<file path="src/rtl/mac_pkg.sv">
// Shared types and constants for the MAC transmit frame generator.
// MAC_TX_PAD_EN adds the PAD state used for minimum-length padding.
package mac_pkg;

    // state | meaning
    // IDLE  | waiting for first byte of a frame (not consumed)
    // PRE   | preamble bytes and SFD
    // DATA  | forwarding payload bytes, CRC accumulating
    // PAD   | zero padding up to the minimum payload length
    // FCS   | four CRC bytes, least significant first
    // DRAIN | underrun recovery, discarding input up to tlast
    // IFG   | inter-frame gap
`ifdef MAC_TX_PAD_EN
    typedef enum logic [2:0] {
        IDLE, PRE, DATA, PAD, FCS, DRAIN, IFG
    } tx_state_e;
`else
    typedef enum logic [2:0] {
        IDLE, PRE, DATA, FCS, DRAIN, IFG
    } tx_state_e;
`endif

    localparam logic [7:0]  PREAMBLE_BYTE = 8'h55;
    localparam logic [7:0]  SFD_BYTE      = 8'hD5;
    localparam logic [31:0] CRC_POLY      = 32'h04C11DB7;
    localparam logic [31:0] CRC_INIT      = 32'hFFFFFFFF;
    localparam logic [31:0] CRC_XOR       = 32'hFFFFFFFF;

endpackage

</file>
<file path="src/rtl/mac_lfsr.sv">
// Galois-form LFSR advanced DATA_WIDTH bits per enabled cycle; used as the FCS CRC.
// REVERSE=1 shifts LSB-first with the reflected polynomial.
module mac_lfsr #(
    parameter int               WIDTH      = 32,
    parameter logic [WIDTH-1:0] POLY       = 32'h04C11DB7,
    parameter logic [WIDTH-1:0] INIT       = '1,
    parameter bit               REVERSE    = 1'b1,
    parameter int               DATA_WIDTH = 8
) (
    input  logic                  clk_i,
    input  logic                  rst_ni,
    input  logic                  init_i,
    input  logic                  en_i,
    input  logic [DATA_WIDTH-1:0] data_i,
    output logic [WIDTH-1:0]      state_o
);

    function automatic logic [WIDTH-1:0] reflect(input logic [WIDTH-1:0] v);
        logic [WIDTH-1:0] r;
        for (int b = 0; b < WIDTH; b++) r[b] = v[WIDTH-1-b];
        return r;
    endfunction

    localparam logic [WIDTH-1:0] POLY_REV = reflect(POLY);

    logic [WIDTH-1:0] state_q, state_d;
    logic             fb;

    always_comb begin
        state_d = state_q;
        fb      = 1'b0;
        if (init_i) begin
            state_d = INIT;
        end else if (en_i) begin
            for (int i = 0; i < DATA_WIDTH; i++) begin
                if (REVERSE) begin
                    fb      = state_d[0] ^ data_i[i];
                    state_d = state_d >> 1;
                    if (fb) state_d = state_d ^ POLY_REV;
                end else begin
                    fb      = state_d[WIDTH-1] ^ data_i[DATA_WIDTH-1-i];
                    state_d = state_d << 1;
                    if (fb) state_d = state_d ^ POLY;
                end
            end
        end
    end

    always_ff @(posedge clk_i or negedge rst_ni) begin
        if (!rst_ni) state_q <= INIT;
        else         state_q <= state_d;
    end

    assign state_o = state_q;

endmodule

</file>
<file path="src/rtl/mac_tx_frame_gen.sv">
// GMII transmit framer: preamble/SFD, payload, optional padding, CRC-32 FCS, IFG.
// Build macro MAC_TX_PAD_EN enables padding of short frames to MIN_PAYLOAD.
module mac_tx_frame_gen
    import mac_pkg::*;
#(
    parameter int IFG_BYTES   = 12,
    parameter int MIN_PAYLOAD = 60
) (
    input  logic       phy_tx_clk,
    input  logic       phy_tx_rst_n,
    input  logic [7:0] mac_tdata_in,
    input  logic       mac_tvalid_in,
    output logic       mac_tready_out,
    input  logic       mac_tlast_in,
    output logic [7:0] phy_txd_out,
    output logic       phy_tvalid_out,
    output logic       phy_terr_out,
    output logic       tx_busy_out
);

    localparam logic [7:0] IFG_LOAD = 8'(IFG_BYTES - 1);

    tx_state_e   state_q, state_d;
    logic [2:0]  idx_q, idx_d;
    logic [7:0]  ifg_q, ifg_d;
    logic [7:0]  txd_q, txd_d;
    logic        tvalid_q, tvalid_d;
    logic        terr_q, terr_d;
    logic        crc_init, crc_en;
    logic [7:0]  crc_data;
    logic [31:0] crc_state, fcs_word;

`ifdef MAC_TX_PAD_EN
    localparam logic [10:0] MIN_CNT = 11'(MIN_PAYLOAD);
    logic [10:0] cnt_q, cnt_d, cnt_inc;
    assign cnt_inc = (cnt_q == 11'h7FF) ? cnt_q : cnt_q + 11'd1;
`else
    logic [10:0] unused_min_payload;
    assign unused_min_payload = 11'(MIN_PAYLOAD);
`endif

    assign mac_tready_out = (state_q == DATA) || (state_q == DRAIN);
    assign tx_busy_out    = (state_q != IDLE);
    assign fcs_word       = crc_state ^ CRC_XOR;

    // Output bytes are registered, so the first preamble byte is launched from IDLE;
    // this keeps the wire gap between frames at exactly IFG_BYTES.
    always_comb begin
        state_d  = state_q;
        idx_d    = idx_q;
        ifg_d    = ifg_q;
        txd_d    = 8'h00;
        tvalid_d = 1'b0;
        terr_d   = 1'b0;
        crc_init = 1'b0;
        crc_en   = 1'b0;
        crc_data = mac_tdata_in;
`ifdef MAC_TX_PAD_EN
        cnt_d    = cnt_q;
`endif
        case (state_q)
            IDLE: begin
                if (mac_tvalid_in) begin
                    state_d  = PRE;
                    idx_d    = 3'd1;
                    txd_d    = PREAMBLE_BYTE;
                    tvalid_d = 1'b1;
                    crc_init = 1'b1;
`ifdef MAC_TX_PAD_EN
                    cnt_d    = '0;
`endif
                end
            end
            PRE: begin
                tvalid_d = 1'b1;
                if (idx_q == 3'd7) begin
                    txd_d   = SFD_BYTE;
                    state_d = DATA;
                end else begin
                    txd_d = PREAMBLE_BYTE;
                    idx_d = idx_q + 3'd1;
                end
            end
            DATA: begin
                tvalid_d = 1'b1;
                if (mac_tvalid_in) begin
                    txd_d  = mac_tdata_in;
                    crc_en = 1'b1;
`ifdef MAC_TX_PAD_EN
                    cnt_d  = cnt_inc;
`endif
                    if (mac_tlast_in) begin
                        idx_d = 3'd0;
`ifdef MAC_TX_PAD_EN
                        state_d = (cnt_inc < MIN_CNT) ? PAD : FCS;
`else
                        state_d = FCS;
`endif
                    end
                end else begin
                    terr_d  = 1'b1;
                    state_d = DRAIN;
                end
            end
`ifdef MAC_TX_PAD_EN
            PAD: begin
                tvalid_d = 1'b1;
                crc_en   = 1'b1;
                crc_data = 8'h00;
                cnt_d    = cnt_inc;
                if (cnt_inc >= MIN_CNT) begin
                    idx_d   = 3'd0;
                    state_d = FCS;
                end
            end
`endif
            FCS: begin
                tvalid_d = 1'b1;
                txd_d    = fcs_word[{idx_q[1:0], 3'b000} +: 8];
                if (idx_q == 3'd3) begin
                    ifg_d   = IFG_LOAD;
                    state_d = IFG;
                end else begin
                    idx_d = idx_q + 3'd1;
                end
            end
            DRAIN: begin
                if (mac_tvalid_in && mac_tlast_in) begin
                    ifg_d   = IFG_LOAD;
                    state_d = IFG;
                end
            end
            IFG: begin
                if (ifg_q == 8'd0) state_d = IDLE;
                else               ifg_d   = ifg_q - 8'd1;
            end
            default: state_d = IDLE;
        endcase
    end

    always_ff @(posedge phy_tx_clk or negedge phy_tx_rst_n) begin
        if (!phy_tx_rst_n) begin
            state_q  <= IDLE;
            idx_q    <= '0;
            ifg_q    <= '0;
            txd_q    <= '0;
            tvalid_q <= 1'b0;
            terr_q   <= 1'b0;
`ifdef MAC_TX_PAD_EN
            cnt_q    <= '0;
`endif
        end else begin
            state_q  <= state_d;
            idx_q    <= idx_d;
            ifg_q    <= ifg_d;
            txd_q    <= txd_d;
            tvalid_q <= tvalid_d;
            terr_q   <= terr_d;
`ifdef MAC_TX_PAD_EN
            cnt_q    <= cnt_d;
`endif
        end
    end

    mac_lfsr #(
        .WIDTH      (32),
        .POLY       (CRC_POLY),
        .INIT       (CRC_INIT),
        .REVERSE    (1'b1),
        .DATA_WIDTH (8)
    ) u_crc (
        .clk_i   (phy_tx_clk),
        .rst_ni  (phy_tx_rst_n),
        .init_i  (crc_init),
        .en_i    (crc_en),
        .data_i  (crc_data),
        .state_o (crc_state)
    );

    assign phy_txd_out    = txd_q;
    assign phy_tvalid_out = tvalid_q;
    assign phy_terr_out   = terr_q;

endmodule

</file>
<file path="config.mk">
export PLATFORM = sky130hd
export DESIGN_NAME = mac_tx_frame_gen
export DESIGN_NICKNAME = d
export VERILOG_FILES = /design/src/rtl/mac_pkg.sv /design/src/rtl/mac_lfsr.sv /design/src/rtl/mac_tx_frame_gen.sv
export SDC_FILE = /design/constraint.sdc
export NUM_CORES = 1
export LEC_CHECK = 0
export CAP_MARGIN = 20
export CORE_MARGIN = 4
export CORE_UTILIZATION = 45
export DETAILED_ROUTE_END_ITERATION = 16
export PLACE_DENSITY_LB_ADDON = 0.08
export SYNTH_ARGS = -nofsm -noshare
export SYNTH_HDL_FRONTEND = slang
export SYNTH_HIERARCHICAL = 1
export SYNTH_SLANG_ARGS = --single-unit
</file>
<file path="constraint.sdc">
create_clock -name phy_tx_clk -period 3.8 [get_ports phy_tx_clk]
set_input_delay 0.57 -clock phy_tx_clk [delete_from_list [all_inputs] [get_ports phy_tx_clk]]
set_output_delay 0.57 -clock phy_tx_clk [all_outputs]
set_load 0.1 [all_outputs]
</file>
==> flow_summary.ini <==
[global_routing]
grt_pass1_wl_mm = 13.60
grt_max_degree = 57
grt_pass1_vias = 2549
overflow = 0
grtUsageTotal_pct = 17.34
antenna_found_initial = 0

[timing]
max_slew_margin_pct = 35.43
clock.fmax_mhz = 371.4
fin_crit_sh_pct = 70.85
setup_violations = 0
rsz0062_at_grt = no
layout_min_cycle_time_ns = 2.692
hold_ws_ns = 0.3319
finalWorstSetupSlack_ns = 1.108
slew_violations = 0
setup_tns_ns = 0
hold_violations = 0
worstMarginPinSlew_ns = 0.9655
skew_ns = 0.01032

[clocking]
ctsHoldBuffers = 0
worstSkewPairLatency_ns = 0.32
htreeDepth = 2
cts_sinks = 56
clk_pin_slew_ns = 0.11
cts_buffers = 5
cts_resized = 0
post_cts_buffers = 0
cts_tree = done
clockRootBuffer = clkbuf_8
clock_path_buffers = 2

[job]
maxCapViolations = 0

[drt]
ant_nets = 0
drt_iter0_drc = 113
via_per_inst = 5.430
routed_wl_mm = 8.260
drtPass1Iterations = 4
drc = 0
post_drt_wl_per_cell_um = 17.76
vias = 2525

[floorplan]
row_count = 33
die_w_um = 100.1
initial_core_util_pct = 46.47
coreArea_um2 = 8217
ioPinCount = 24
die_area_um2 = 10020
die-height_um = 100.1

[critical_path]
critPathMaxStageDelay_ns = 0.98
crit_type = flop to primary output
cp.arrival_ns = 2.12
crit_path_top_delay_cell = dfrtp_1
worst-path-max-fanout = 31
crit_path_end_kind = primary output
start_kind = flop
reg2reg_slack_ns = 1.34
worstPathRequired_ns = 3.23
path_cells = nand2b_1 -> a21oi_1 -> buf_4

[logic_synthesis]
yosysTopAreaCellShare_pct = 22.02
ys_top_cells_by_area = dfstp_2 (22%), dfrtp_1 (16%), xnor2_1 (8.0%)
synth_cells = 344
yosys_warnings = 6
synth_flop_cell = dfstp_2
synthesis.area_um2 = 3819
synth_edf_count = 0
synth_cell_types = 58
yosysSeqAreaShare_pct = 37.75
yosys.area.top_type = dfstp_2
ys_async_sr_fraction_pct = 100.0
ys_ff_latch = 56
avgSynthCellArea_um2 = 11.10
synth_nets = 361

[layout]
layout_common_cells = a21oi_1 (35), xnor2_1 (35), dfstp_2 (32)
syn_to_final_growth_pct = 10.58
drive_gt1_share_pct = 27.50
final_util_pct = 51.39
n_antenna_cell = 0
ff_latch_area_um2 = 1441
multi_input_area_um2 = 2238
fillers = 733
layout.nets = 376

[placed_design]
place_congestion = 0.7908
dp_slack_ns = 1.052
port_buffers = 23
hpwlAfterDp_mm = 5.771

[hold_path]
hold_path.class = input port to asynchronous set/reset pin

[run_status]
outcome = finished, final reports clean
## cell usage after synthesis (all sizes together), types with 3 or more instances
master / instances
inv: 9
dfrtp: 24
xor2: 17
nor3: 7
a311oi: 4
mux2i: 4
xnor2: 50
or2: 15
o31ai: 3
ha: 5
nand2: 6
o21ai: 11
or3: 3
mux4: 8
a211o: 11
clkbuf: 12
a21o: 3
buf: 8
dfstp: 32
a21oi: 35
nor2: 24
nand2b: 13
xnor3: 3
nor2b: 12
## cell type report
class | instances | area share, %
multi-input cells | 259 | 53.01
repair buffers | 28 | 6.400
clock inverters | 2 | 0.8296
inverters | 9 | 0.8000
flip-flops and latches | 56 | 34.13
well taps | 105 | 3.111
clock buffers | 6 | 1.719
## through the flow
step	cell area [µm²]	instances
floorplan	3819	344
global placement	4115	457
detailed placement	4115	457
CTS	4223	465
global route	4223	465
finish	4223	465
## final timing paths
check                      cells after the start                             to                   start
hold reg to reg                                1           ifg_q[0]$_DFFE_PN0P_    ifg_q[0]$_DFFE_PN0P_
hold / removal                                 1           idx_q[2]$_DFFE_PN0P_            phy_tx_rst_n
max in group asynchronous                      2  u_crc/state_o[14]$_DFFE_PN1P_            phy_tx_rst_n
min in group phy_tx_clk                        1           ifg_q[0]$_DFFE_PN0P_    ifg_q[0]$_DFFE_PN0P_
setup / recovery                               3                 mac_tready_out  state_q[1]$_DFFE_PN0P_
setup reg to reg                               6           idx_q[0]$_DFFE_PN0P_    idx_q[0]$_DFFE_PN0P_
## per-layer routing
metal	global-route usage [%]	vias to the layer above	part of all wire [%]
met5	0	-	0
met2	28.80	26	49
met4	4.456	0	1.0
met1	24.01	1264	48
met3	2.293	6	2.6
li1	-	1229	-
## cell families after synthesis
family | count (synthesis) | share of synthesized area [%]
AO/OA/AOI/OAI | 80 | 14.71
XOR/XNOR | 71 | 21.62
adder cells (fa/ha/maj) | 6 | 1.900
buffers and inverters | 29 | 3.931
flip-flops | 56 | 37.75
multiplexers | 13 | 6.062
AND/OR/NAND/NOR | 89 | 14.02
## sequential cells by signal, indices dropped and copies added, names as in the netlist
register / flops
ifg_q: 8
phy_terr_out: 1
phy_tvalid_out: 1
idx_q: 3
u_crc/state_o: 32
state_q: 3
phy_txd_out: 8
## critical path: cells and delay by family, from the launching register on
kind / cells / cell delay (ns)
flops: 1 / 0.98
simple gates: 1 / 0.31
buf+inv: 1 / 0.31
compound gates: 1 / 0.20
Power is not shown: default switching activity piles up to over one toggle a cycle in this logic, so the estimate is an artifact.
